[src/rtl/tdm_1x4_demux.sv]
// Receive side of the 4:1 TDM link: aligns to the slot-0 frame marker and
// rebuilds each 4-slot frame into a parallel word with a one-cycle strobe.
module tdm_1x4_demux #(
  parameter int LOCK_FRAMES = 2
) (
  input  logic       clk,
  input  logic       reset,
  input  logic       in_valid,
  input  logic       serial_in,
  input  logic       sync_in,
  output logic [3:0] out,
  output logic       frame_valid,
  output logic       locked,
  output logic       sync_err
);

  typedef enum logic [1:0] {
    HUNT   = 2'd0,
    CHECK  = 2'd1,
    LOCKED = 2'd2
  } state_t;

  localparam logic [3:0] LockCnt = 4'(LOCK_FRAMES);

  state_t     r_state;
  logic [1:0] r_slot;
  logic [3:0] r_goodCnt;
  logic [2:0] r_shadow;
  logic [3:0] r_out;
  logic       r_frameValid;
  logic       r_syncErr;

  state_t     w_nextState;
  logic [1:0] w_nextSlot;
  logic [3:0] w_nextCnt;
  logic [2:0] w_nextShadow;
  logic [3:0] w_nextOut;
  logic       w_frameValid;
  logic       w_syncErr;
  logic [3:0] w_cntInc;

  always_ff @(posedge clk or posedge reset) begin
    if (reset) begin
      r_state      <= HUNT;
      r_slot       <= 2'd0;
      r_goodCnt    <= 4'd0;
      r_shadow     <= 3'd0;
      r_out        <= 4'd0;
      r_frameValid <= 1'b0;
      r_syncErr    <= 1'b0;
    end else begin
      r_state      <= w_nextState;
      r_slot       <= w_nextSlot;
      r_goodCnt    <= w_nextCnt;
      r_shadow     <= w_nextShadow;
      r_out        <= w_nextOut;
      r_frameValid <= w_frameValid;
      r_syncErr    <= w_syncErr;
    end
  end

  // A misplaced marker is not just an error: that beat restarts a frame as slot 0.
  always_comb begin
    w_nextState  = r_state;
    w_nextSlot   = r_slot;
    w_nextCnt    = r_goodCnt;
    w_nextShadow = r_shadow;
    w_nextOut    = r_out;
    w_frameValid = 1'b0;
    w_syncErr    = 1'b0;
    w_cntInc     = (r_goodCnt == LockCnt) ? r_goodCnt : r_goodCnt + 4'd1;

    if (in_valid) begin
      if (r_state == HUNT) begin
        if (sync_in) begin
          w_nextShadow[0] = serial_in;
          w_nextSlot      = 2'd1;
          w_nextState     = CHECK;
          w_nextCnt       = 4'd0;
        end
      end else if (r_slot == 2'd0 && !sync_in) begin
        w_syncErr   = 1'b1;
        w_nextCnt   = 4'd0;
        w_nextState = HUNT;
        w_nextSlot  = 2'd0;
      end else if (r_slot != 2'd0 && sync_in) begin
        w_syncErr       = 1'b1;
        w_nextCnt       = 4'd0;
        w_nextState     = CHECK;
        w_nextShadow[0] = serial_in;
        w_nextSlot      = 2'd1;
      end else begin
        w_nextSlot = r_slot + 2'd1;
        case (r_slot)
          2'd0: w_nextShadow[0] = serial_in;
          2'd1: w_nextShadow[1] = serial_in;
          2'd2: w_nextShadow[2] = serial_in;
          default: begin
            if (r_state == CHECK) begin
              w_nextCnt = w_cntInc;
              if (w_cntInc == LockCnt) begin
                w_nextState  = LOCKED;
                w_nextOut    = {serial_in, r_shadow};
                w_frameValid = 1'b1;
              end
            end else begin
              w_nextOut    = {serial_in, r_shadow};
              w_frameValid = 1'b1;
            end
          end
        endcase
      end
    end
  end

  assign out         = r_out;
  assign frame_valid = r_frameValid;
  assign locked      = (r_state == LOCKED);
  assign sync_err    = r_syncErr;

endmodule

[config.mk]
export PLATFORM = sky130hd
export DESIGN_NAME = tdm_1x4_demux
export DESIGN_NICKNAME = d
export VERILOG_FILES = /design/src/rtl/tdm_1x4_demux.sv
export SDC_FILE = /design/constraint.sdc
export NUM_CORES = 1
export LEC_CHECK = 0
export BUFFER_PORTS_ARGS = -buffer_cell sky130_fd_sc_hd__buf_2
export CAP_MARGIN = 0
export CORE_MARGIN = 2
export CORE_UTILIZATION = 57
export CTS_CLUSTER_SIZE = 14
export DETAILED_ROUTE_END_ITERATION = 8
export PLACE_DENSITY = 0.78
export SLEW_MARGIN = 40
export SYNTH_ARGS = -nofsm -noshare
export SYNTH_HDL_FRONTEND = slang
export SYNTH_SLANG_ARGS = --single-unit
export TNS_END_PERCENT = 10
[constraint.sdc]
create_clock -name clk -period 4.4 [get_ports clk]
set_input_delay 0.88 -clock clk [delete_from_list [all_inputs] [get_ports clk]]
set_output_delay 0.88 -clock clk [all_outputs]
set_load 0.005 [all_outputs]
==> out/metrics.yaml, run 1 <==
crit_slowest_cell: "dfrtp_1"
drv_slew: 0
mostFrequentLayoutCell: "dfrtp_1"
area_growth_pct: 9.67
cap_violations: 0
cts_sinks: 17
critPathRequiredTime_ns: 4.58
avgRoutedWirePerCell_um: 13.1
slew_headroom_pct: 58.1
synth-warning-count: 0
synthSimpleGateAreaFrac_pct: 13.7
die_x_um: 46.4
setup_viol: 0
synthesis.instances: 98
hold_viol_final: 0
io_pins: 12
timing.reg2reg.setup_slack_ns: 2.03
muxShareOfSynthArea_pct: 9.18
critPathKind: "flop to flop"
fin_crit_ns: 2.37
viasPerCell: 5.49
fmax_ghz: 0.422
synth_edf_count: 0
hold_buffers: 0
globalplace.congestion: 0.862
synth-adder-area-share_pct: 9.79
nFillCells: 136
synth_flop_cell: "dfrtp_1"
grt_use_total_pct: 19.0
critical-path-top-delay-family: "compound AO/OA/AOI/OAI gates"
tightestPinTransition_ns: 0.627
routed_wl_mm: 1.78
hold_depth: 1
mostFrequentLayoutCells: "17 x dfrtp_1, 11 x nand2_1, 11 x buf_2"
outcome: "finished clean"
layout_setup_ws_ns: 2.03
cellPowerDensity_mw_per_mm2: 595
cts_tree: "built"
dp_hpwl_mm: 1.37
synthesis.nets: 111
rsz0062_at_grt: "false"
cp.depth: 7
remaining_drc_errors: 0
clockRootBuffer: "clkbuf_4"
skew_ns: 0.00506
drtIter0Drc: 23
grt_pass1_wl_mm: 2.90
synth_seq_cells: 17
antenna_cells: 0
post-route-util_pct: 65.6
vias: 746
synth_cell_types: 33
cp_max_fo: 6
setup_tns_ns: 0
vdd_drop_max_mv: 0.317
async_flop_share_pct: 100
core_area_sq_mm: 0.00171
post-cts-setup-buffers: 0
initial_core_util_pct: 59.9
layout-drive-gt1-share_pct: 24.3
cts_max_level: 1
fp.dieH_um: 46.4
avgSynthCellArea_sq_um: 10.4
start_kind: "flop"
period_share_pct: 53.9
die_area_sq_mm: 0.00215
path_buf_inv: 1
synth_compound_area_share_pct: 20.6
cts_buffers: 3
cpPeakStageDelay_ns: 0.46
fin_nets: 125
holdCritPathClass: "flop to flop"
clk_pin_slew_ns: 0.10
ys_seq_area_share_pct: 41.6
clock_latency_ns: 0.29
cp.arrival_ns: 2.55
grt_antenna_before_repair: 0
crit_chain: "inv_1 -> ha_1 -> nor2b_2 -> o31a_1 -> a2111oi_4 -> o311a_4 -> mux2_4"
power_mw: 0.667
dr.pass1.iters: 4
endpoint_kind: "flop"
io_buffer_count: 11
grt_pass1_vias: 684
ff2ff_path_depth: 7
p_leak_nw: 0.546
synth_area_sq_mm: 0.00102
overflow: 0
grt_max_degree: 18
cts_buffer_depth: 2
antenna_left: 0
core.rowCount: 15
dp_slack_ns: 1.81
synth_xor_area_share_pct: 0
postCtsResizedCells: 0
synth_top_family_by_area: "compound AO/OA/AOI/OAI gates"
synthesized netlist by cell type, drive strengths merged, types with 2 or more instances:
library cell	number	share of area, %
dfrtp	17	42
nand2	11	4.0
inv	10	3.7
nor2	10	3.7
ha	8	9.8
mux2	7	9.2
o21ai	4	2.0
a21boi	3	2.2
a21oi	3	1.5
a221oi	2	2.3
nand3	2	0.98
nor2b	2	1.5
nor3	2	0.98
o32a	2	2.0
final timing paths:
check,from,endpoint
max in group asynchronous,reset,r_state[0]
min in group asynchronous,reset,out[2]
worst max-delay path,r_goodCnt[0],out[1]
worst min register to register,r_shadow[2],out[2]
worst max register to register,r_goodCnt[0],out[1]
worst min-delay path,r_shadow[2],out[2]
cell type report:
cell class	count	area, sq um	share of cell area [%]
repair buffers	11	55.1	4.91
clock inverters	1	5.00	0.446
inverters	10	37.5	3.35
clock buffers	3	22.5	2.01
flip-flops and latches	17	425	37.9
well taps	25	31.3	2.79
multi-input cells	69	544	48.5
kinds of logic after synthesis:
kind of cell,count (synthesis)
simple gates,31
compound gates,23
flops,17
buf+inv,12
fa+ha+maj,8
mux,7
per-layer routing:
metal | global-route usage (%) | vias to the layer above | share of wire [%]
met5 | 0 | - | 0
met4 | 8.57 | 0 | 2.0
li1 | - | 371 | -
met1 | 24.8 | 346 | 45
met2 | 31.4 | 21 | 49
met3 | 2.35 | 8 | 3.5
flip-flops by register name, indices dropped and copies added (netlist names):
signal and count:
r_slot 2, sync_err 1, r_shadow 3, frame_valid 1
r_state 2, out 4, r_goodCnt 4
power breakdown:
part / leakage, nW / internal [mW] / switching (mW) / total [mW]
clock network: 0.0177 / 0.0338 / 0.0474 / 0.0812
logic: 0.320 / 0.148 / 0.154 / 0.302
registers: 0.209 / 0.217 / 0.0678 / 0.285
total: 0.546 / 0.398 / 0.269 / 0.667
per-stage QoR:
step,std cells,instance area [sq um],hold slack [ns]
CTS,136,1120,0.516
finish,136,1120,0.517
floorplan,98,1020,0.476
global route,136,1120,0.541
detailed placement,132,1090,0.492
global placement,132,1090,0.487
Note: power is estimated with default switching activity, not from simulation.
==> run 2, diff against run 1 <==
- CORE_UTILIZATION: 57 -> 56
- PLACE_DENSITY: 0.78 -> 0.77
- clock period: 4.4 -> 2.4 ns (I/O delays scaled with it)
==> run 2 against run 1 <==
Via count rose by 6.6%. Wire length rose by 3.1%. Worst hold slack got worse by 0.27 ns. Sequential share of layout area fell by 0.50 points. Critical path depth did not move. Cell count rose by 1.5%. Sequential power rose by 85%. Clock power rose by 87%. Fmax rose by 4.6%.
==> out/metrics.yaml, run 2 (same netlist as run 1, synthesis figures left out) <==
switching_share_pct: 40.3  # about the same
endpoint_kind: "flop"  # unchanged
power_mw: 1.25  # was 0.667 mW
core.rowCount: 15  # unchanged
cts_buffer_depth: 2  # unchanged
grt_antenna_before_repair: 0  # unchanged
viasPerCell: 5.76  # was 5.49
vdd_drop_max_mv: 0.643  # was 0.317 mV
die_x_um: 46.7  # was 46.4 um
slew_headroom_pct: 57.0  # was 58.1%
dr.pass1.iters: 4  # unchanged
crit_slowest_cell: "dfrtp_1"  # unchanged
clockRootBuffer: "clkbuf_4"  # unchanged
timing.reg2reg.setup_slack_ns: 0.13  # was 2.03 ns
io_pins: 12  # unchanged
outcome: "finished clean"  # unchanged
busiest_layer: "met2"  # unchanged
met3_usage_pct: 2.35  # unchanged
switchingPower_mw: 0.504  # was 0.269 mW
r2r-end: "out[2]"  # was out[1]
post-cts-setup-buffers: 0  # unchanged
critPathRequiredTime_ns: 2.59  # was 4.58 ns
rsz0062_at_grt: "false"  # unchanged
p_clk_share_pct: 12.2  # about the same
critPathKind: "flop to flop"  # unchanged
fp.dieH_um: 46.7  # was 46.4 um
layout-drive-gt1-share_pct: 25.7  # was 24.3%
fin_crit_ns: 2.27  # was 2.37 ns
cp.arrival_ns: 2.46  # was 2.55 ns
critical-path-top-delay-family: "compound AO/OA/AOI/OAI gates"  # unchanged
hold_buffers: 0  # unchanged
rr_startpoint: "r_goodCnt[0]"  # unchanged
nFillCells: 144  # was 136
clock_latency_ns: 0.29  # about the same
cap_violations: 0  # unchanged
clk_pin_slew_ns: 0.10  # about the same
setup_tns_ns: 0  # unchanged
p_leak_nw: 0.555  # was 0.546 nW
io_buffer_count: 11  # unchanged
area_growth_pct: 11.1  # was 9.67%
skew_ns: 0.00717  # was 0.00506 ns
post-route-util_pct: 65.8  # was 65.6%
drv_slew: 0  # unchanged
grt_pass1_wl_mm: 2.93  # was 2.90 mm
fin_nets: 127  # was 125
fmax_ghz: 0.441  # was 0.422 GHz
setup_viol: 0  # unchanged
power_frac_comb_pct: 45.8  # was 45.2%
mostFrequentLayoutCell: "dfrtp_1"  # unchanged
vias: 795  # was 746
initial_core_util_pct: 59.2  # was 59.9%
die_area_sq_mm: 0.00218  # was 0.00215 sq mm
crit_chain: "inv_1 -> ha_1 -> nor2b_2 -> o31a_1 -> a2111oi_4 -> o311a_4 -> mux2_4"  # unchanged
cp_max_fo: 6  # unchanged
ff2ff_path_depth: 7  # unchanged
cts_tree: "built"  # unchanged
period_share_pct: 94.4  # was 53.9%
core_area_sq_mm: 0.00173  # was 0.00171 sq mm
tightestPinTransition_ns: 0.645  # was 0.627 ns
dp_hpwl_mm: 1.45  # was 1.37 mm
remaining_drc_errors: 0  # unchanged
hold_viol_final: 0  # unchanged
holdCritPathClass: "input pin to async pin"  # was flop to flop
drtIter0Drc: 31  # was 23
avgRoutedWirePerCell_um: 13.3  # was 13.1 um
final-instance-count-excl-fill: 138  # was 136
globalplace.congestion: 0.874  # was 0.862
grtUsageMet2_pct: 32.5  # was 31.4%
postPlaceCellArea_sq_mm: 0.00111  # was 0.00109 sq mm
antenna_left: 0  # unchanged
place_inst: 134  # was 132
grtUsageMet1_pct: 24.3  # was 24.8%
grt_pass1_vias: 716  # was 684
mostFrequentLayoutCells: "17 x dfrtp_1, 11 x nand2_1, 11 x buf_2"  # unchanged
seqPwrFrac_pct: 42.0  # was 42.6%
grt_use_total_pct: 19.3  # was 19.0%
path_buf_inv: 1  # unchanged
cts_buffers: 3  # unchanged
cts_max_level: 1  # unchanged
cellPowerDensity_mw_per_mm2: 1100  # was 595 mW/mm^2
design_area_sq_mm: 0.00114  # was 0.00112 sq mm
intPower_mw: 0.748  # was 0.398 mW
cpPeakStageDelay_ns: 0.46  # about the same
overflow: 0  # unchanged
cts_sinks: 17  # unchanged
start_kind: "flop"  # unchanged
grt_max_degree: 18  # unchanged
antenna_cells: 0  # unchanged
routed_wl_mm: 1.84  # was 1.78 mm
run 2: area by class of cell:
type | instances | area [sq um] | share of cell area [%]
Clock inverter | 1 | 5.00 | 0.441
Sequential cell | 17 | 425 | 37.4
Timing Repair Buffer | 13 | 70.1 | 6.17
Multi-Input combinational cell | 69 | 544 | 47.9
Tap cell | 25 | 31.3 | 2.75
Inverter | 10 | 37.5 | 3.30
Clock buffer | 3 | 22.5 | 1.98
run 2: how the worst max path moves through the flow:
| stage | start | to | cells after the start | slack, ns |
|---|---|---|---|---|
| global placement | r_goodCnt[0] | out[2] | 7 | 0.20 |
| floorplan | r_goodCnt[0] | out[0] | 7 | 0.26 |
| CTS | r_goodCnt[0] | out[2] | 7 | 0.07 |
| detailed placement | r_goodCnt[0] | out[2] | 7 | 0.08 |
| global route | r_goodCnt[0] | out[3] | 7 | 0.03 |
| finish | r_goodCnt[0] | out[2] | 7 | 0.13 |
run 2: through the flow:
step | hold slack [ns] | worst slack, ns
after global routing | 0.309 | 0.0330
after detailed placement | 0.495 | 0.0838
after CTS | 0.270 | 0.0688
after floorplan | 0.406 | 0.257
final | 0.251 | 0.135
after global placement | 0.488 | 0.202
run 2: routing by layer:
| layer | vias to the layer above | share of wire [%] |
|---|---|---|
| met5 | - | 0 |
| met4 | 0 | 2.3 |
| met3 | 5 | 2.8 |
| met2 | 17 | 50 |
| met1 | 398 | 45 |
| li1 | 375 | - |
run 2: timing repair:
item | in CTS | in global routing
resized for setup | 0 | 0
endpoints found under the setup margin | 0 | 4
endpoints found under the hold margin | 0 | 0
run 2: power by group through the flow:
stage	clock network (mW)	registers [mW]	logic, mW
after floorplan	0	0.495	0.447
after global placement	0	0.517	0.561
after detailed placement	0	0.529	0.576
after CTS	0.156	0.524	0.576
after global routing	0.170	0.542	0.641
final	0.152	0.526	0.574
==> run 3, diff against run 2 <==
- BUFFER_PORTS_ARGS: -buffer_cell sky130_fd_sc_hd__buf_2 -> -buffer_cell sky130_fd_sc_hd__buf_4
==> run 3 against run 2 <==
Via count is 5.9% lower. Register-to-register slack worse by 0.02 ns. Die area stayed put.
==> out/metrics.yaml, run 3 (same netlist as run 1, synthesis figures left out) <==
cts_buffers: 3  # unchanged
viasPerCell: 5.42  # was 5.76
io_pins: 12  # unchanged
endpoint_kind: "flop"  # unchanged
globalplace.congestion: 0.854  # was 0.874
mostFrequentLayoutCell: "dfrtp_1"  # unchanged
period_share_pct: 95.3  # was 94.4%
tightestPinTransition_ns: 0.652  # was 0.645 ns
postCtsResizedCells: 0  # unchanged
cpPeakStageDelay_ns: 0.45  # was 0.46 ns
outcome: "finished clean"  # unchanged
fin_crit_ns: 2.29  # was 2.27 ns
avgRoutedWirePerCell_um: 13.8  # was 13.3 um
seq_area_sq_um: 425  # unchanged
hold_viol_final: 0  # unchanged
skew_ns: 0.00122  # was 0.00717 ns
layout_setup_ws_ns: 0.112  # was 0.135 ns
power_frac_comb_pct: 47.3  # was 45.8%
fmax_ghz: 0.437  # was 0.441 GHz
setup_tns_ns: 0  # unchanged
fin_nets: 127  # unchanged
grt_use_total_pct: 21.9  # was 19.3%
critPathRequiredTime_ns: 2.58  # was 2.59 ns
routed_wl_mm: 1.91  # was 1.84 mm
remaining_drc_errors: 0  # unchanged
drv_slew: 0  # unchanged
ff2ff_path_depth: 7  # unchanged
clock_latency_ns: 0.29  # about the same
path_buf_inv: 1  # unchanged
grt_pass1_wl_mm: 3.26  # was 2.93 mm
area_growth_pct: 13.8  # was 11.1%
core.rowCount: 15  # unchanged
grt_max_degree: 18  # unchanged
grt_antenna_before_repair: 0  # unchanged
nFillCells: 142  # was 144
multi_input_area_sq_um: 544  # unchanged
dp_hpwl_mm: 1.52  # was 1.45 mm
cp_max_fo: 6  # unchanged
slew_headroom_pct: 56.5  # was 57.0%
die_x_um: 46.7  # unchanged
mostFrequentLayoutCells: "17 x dfrtp_1, 13 x buf_4, 11 x nand2_1"  # was 17 x dfrtp_1, 11 x nand2_1, 11 x buf_2
clk_pin_slew_ns: 0.09  # was 0.10 ns
crit_chain: "inv_1 -> ha_1 -> nor2b_2 -> o31a_1 -> a2111oi_4 -> o311a_4 -> mux2_4"  # unchanged
cp.arrival_ns: 2.47  # was 2.46 ns
cellPowerDensity_mw_per_mm2: 1100  # about the same
intPower_mw: 0.772  # was 0.748 mW
io_buffer_count: 11  # unchanged
fp.dieH_um: 46.7  # unchanged
cap_violations: 0  # unchanged
critical-path-top-delay-family: "compound AO/OA/AOI/OAI gates"  # unchanged
critPathKind: "flop to flop"  # unchanged
vdd_drop_max_mv: 0.551  # was 0.643 mV
cts_buffer_depth: 2  # unchanged
dr.pass1.iters: 4  # unchanged
layout-drive-gt1-share_pct: 25.7  # unchanged
die_area_sq_mm: 0.00218  # unchanged
overflow: 0  # unchanged
p_leak_nw: 0.561  # was 0.555 nW
holdCritPathClass: "input pin to async pin"  # unchanged
clockRootBuffer: "clkbuf_4"  # unchanged
vias: 748  # was 795
p_clk_share_pct: 11.7  # was 12.2%
crit_slowest_cell: "dfrtp_1"  # unchanged
hold_buffers: 0  # unchanged
drtIter0Drc: 10  # was 31
switching_share_pct: 39.6  # was 40.3%
core_area_sq_mm: 0.00173  # unchanged
switchingPower_mw: 0.506  # was 0.504 mW
cts_max_level: 1  # unchanged
initial_core_util_pct: 59.2  # unchanged
rsz0062_at_grt: "false"  # unchanged
seqPwrFrac_pct: 41.0  # was 42.0%
antenna_cells: 0  # unchanged
dp_slack_ns: 0.122  # was 0.0838 ns
cts_tree: "built"  # unchanged
post-cts-setup-buffers: 0  # unchanged
antenna_left: 0  # unchanged
setup_viol: 0  # unchanged
cp.depth: 7  # unchanged
grt_pass1_vias: 741  # was 716
cts_sinks: 17  # unchanged
start_kind: "flop"  # unchanged
==> run 3: cell counts in the layout (fill, tap and decap cells not counted) <==
Identical to the previous run, type by type.
==> run 3: power groups by stage <==
stage          logic [mW]  clock network (mW)  registers, mW
6_report            0.604               0.149          0.524
3_3_place_gp        0.585                   0          0.520
4_1_cts             0.608               0.156          0.522
5_1_grt             0.679               0.171          0.542
3_5_place_dp        0.607                   0          0.527
2_1_floorplan       0.447                   0          0.495
==> run 3: worst paths after layout <==
check | to | start | slack [ns]
hold reg to reg | out[1] | r_shadow[1] | 0.51
setup / recovery | out[0] | r_goodCnt[0] | 0.11
setup reg to reg | out[0] | r_goodCnt[0] | 0.11
min in group clk | out[3] | serial_in | 0.44
max in group asynchronous | frame_valid | reset | 1.71
hold / removal | out[3] | reset | 0.28
==> run 3: area by class of cell <==
cell class	count	share of cell area [%]
tap	25	2.69
sequential	17	36.6
multi-input combinational	69	46.8
clock buffer	3	1.94
clock inverter	1	0.430
inverter	10	3.23
timing repair buffer	13	8.39
==> run 3: metal layers <==
layer	track usage, %	vias up	part of all wire [%]
met2	36.9	12	50
met5	0	-	0
li1	-	379	-
met4	8.89	0	1.9
met3	5.10	5	3.1
met1	26.9	352	45
==> run 3: per-stage QoR <==
step	util (%)	instances	total power [mW]	hold slack [ns]	cell area (sq um)
2_1_floorplan	-	98	0.942	0.406	1020
3_3_place_gp	65.8	134	1.11	0.489	1140
3_5_place_dp	65.8	134	1.13	0.491	1140
4_1_cts	67.4	138	1.29	0.287	1160
5_1_grt	67.4	138	1.39	0.313	1160
6_report	67.4	138	1.28	0.278	1160
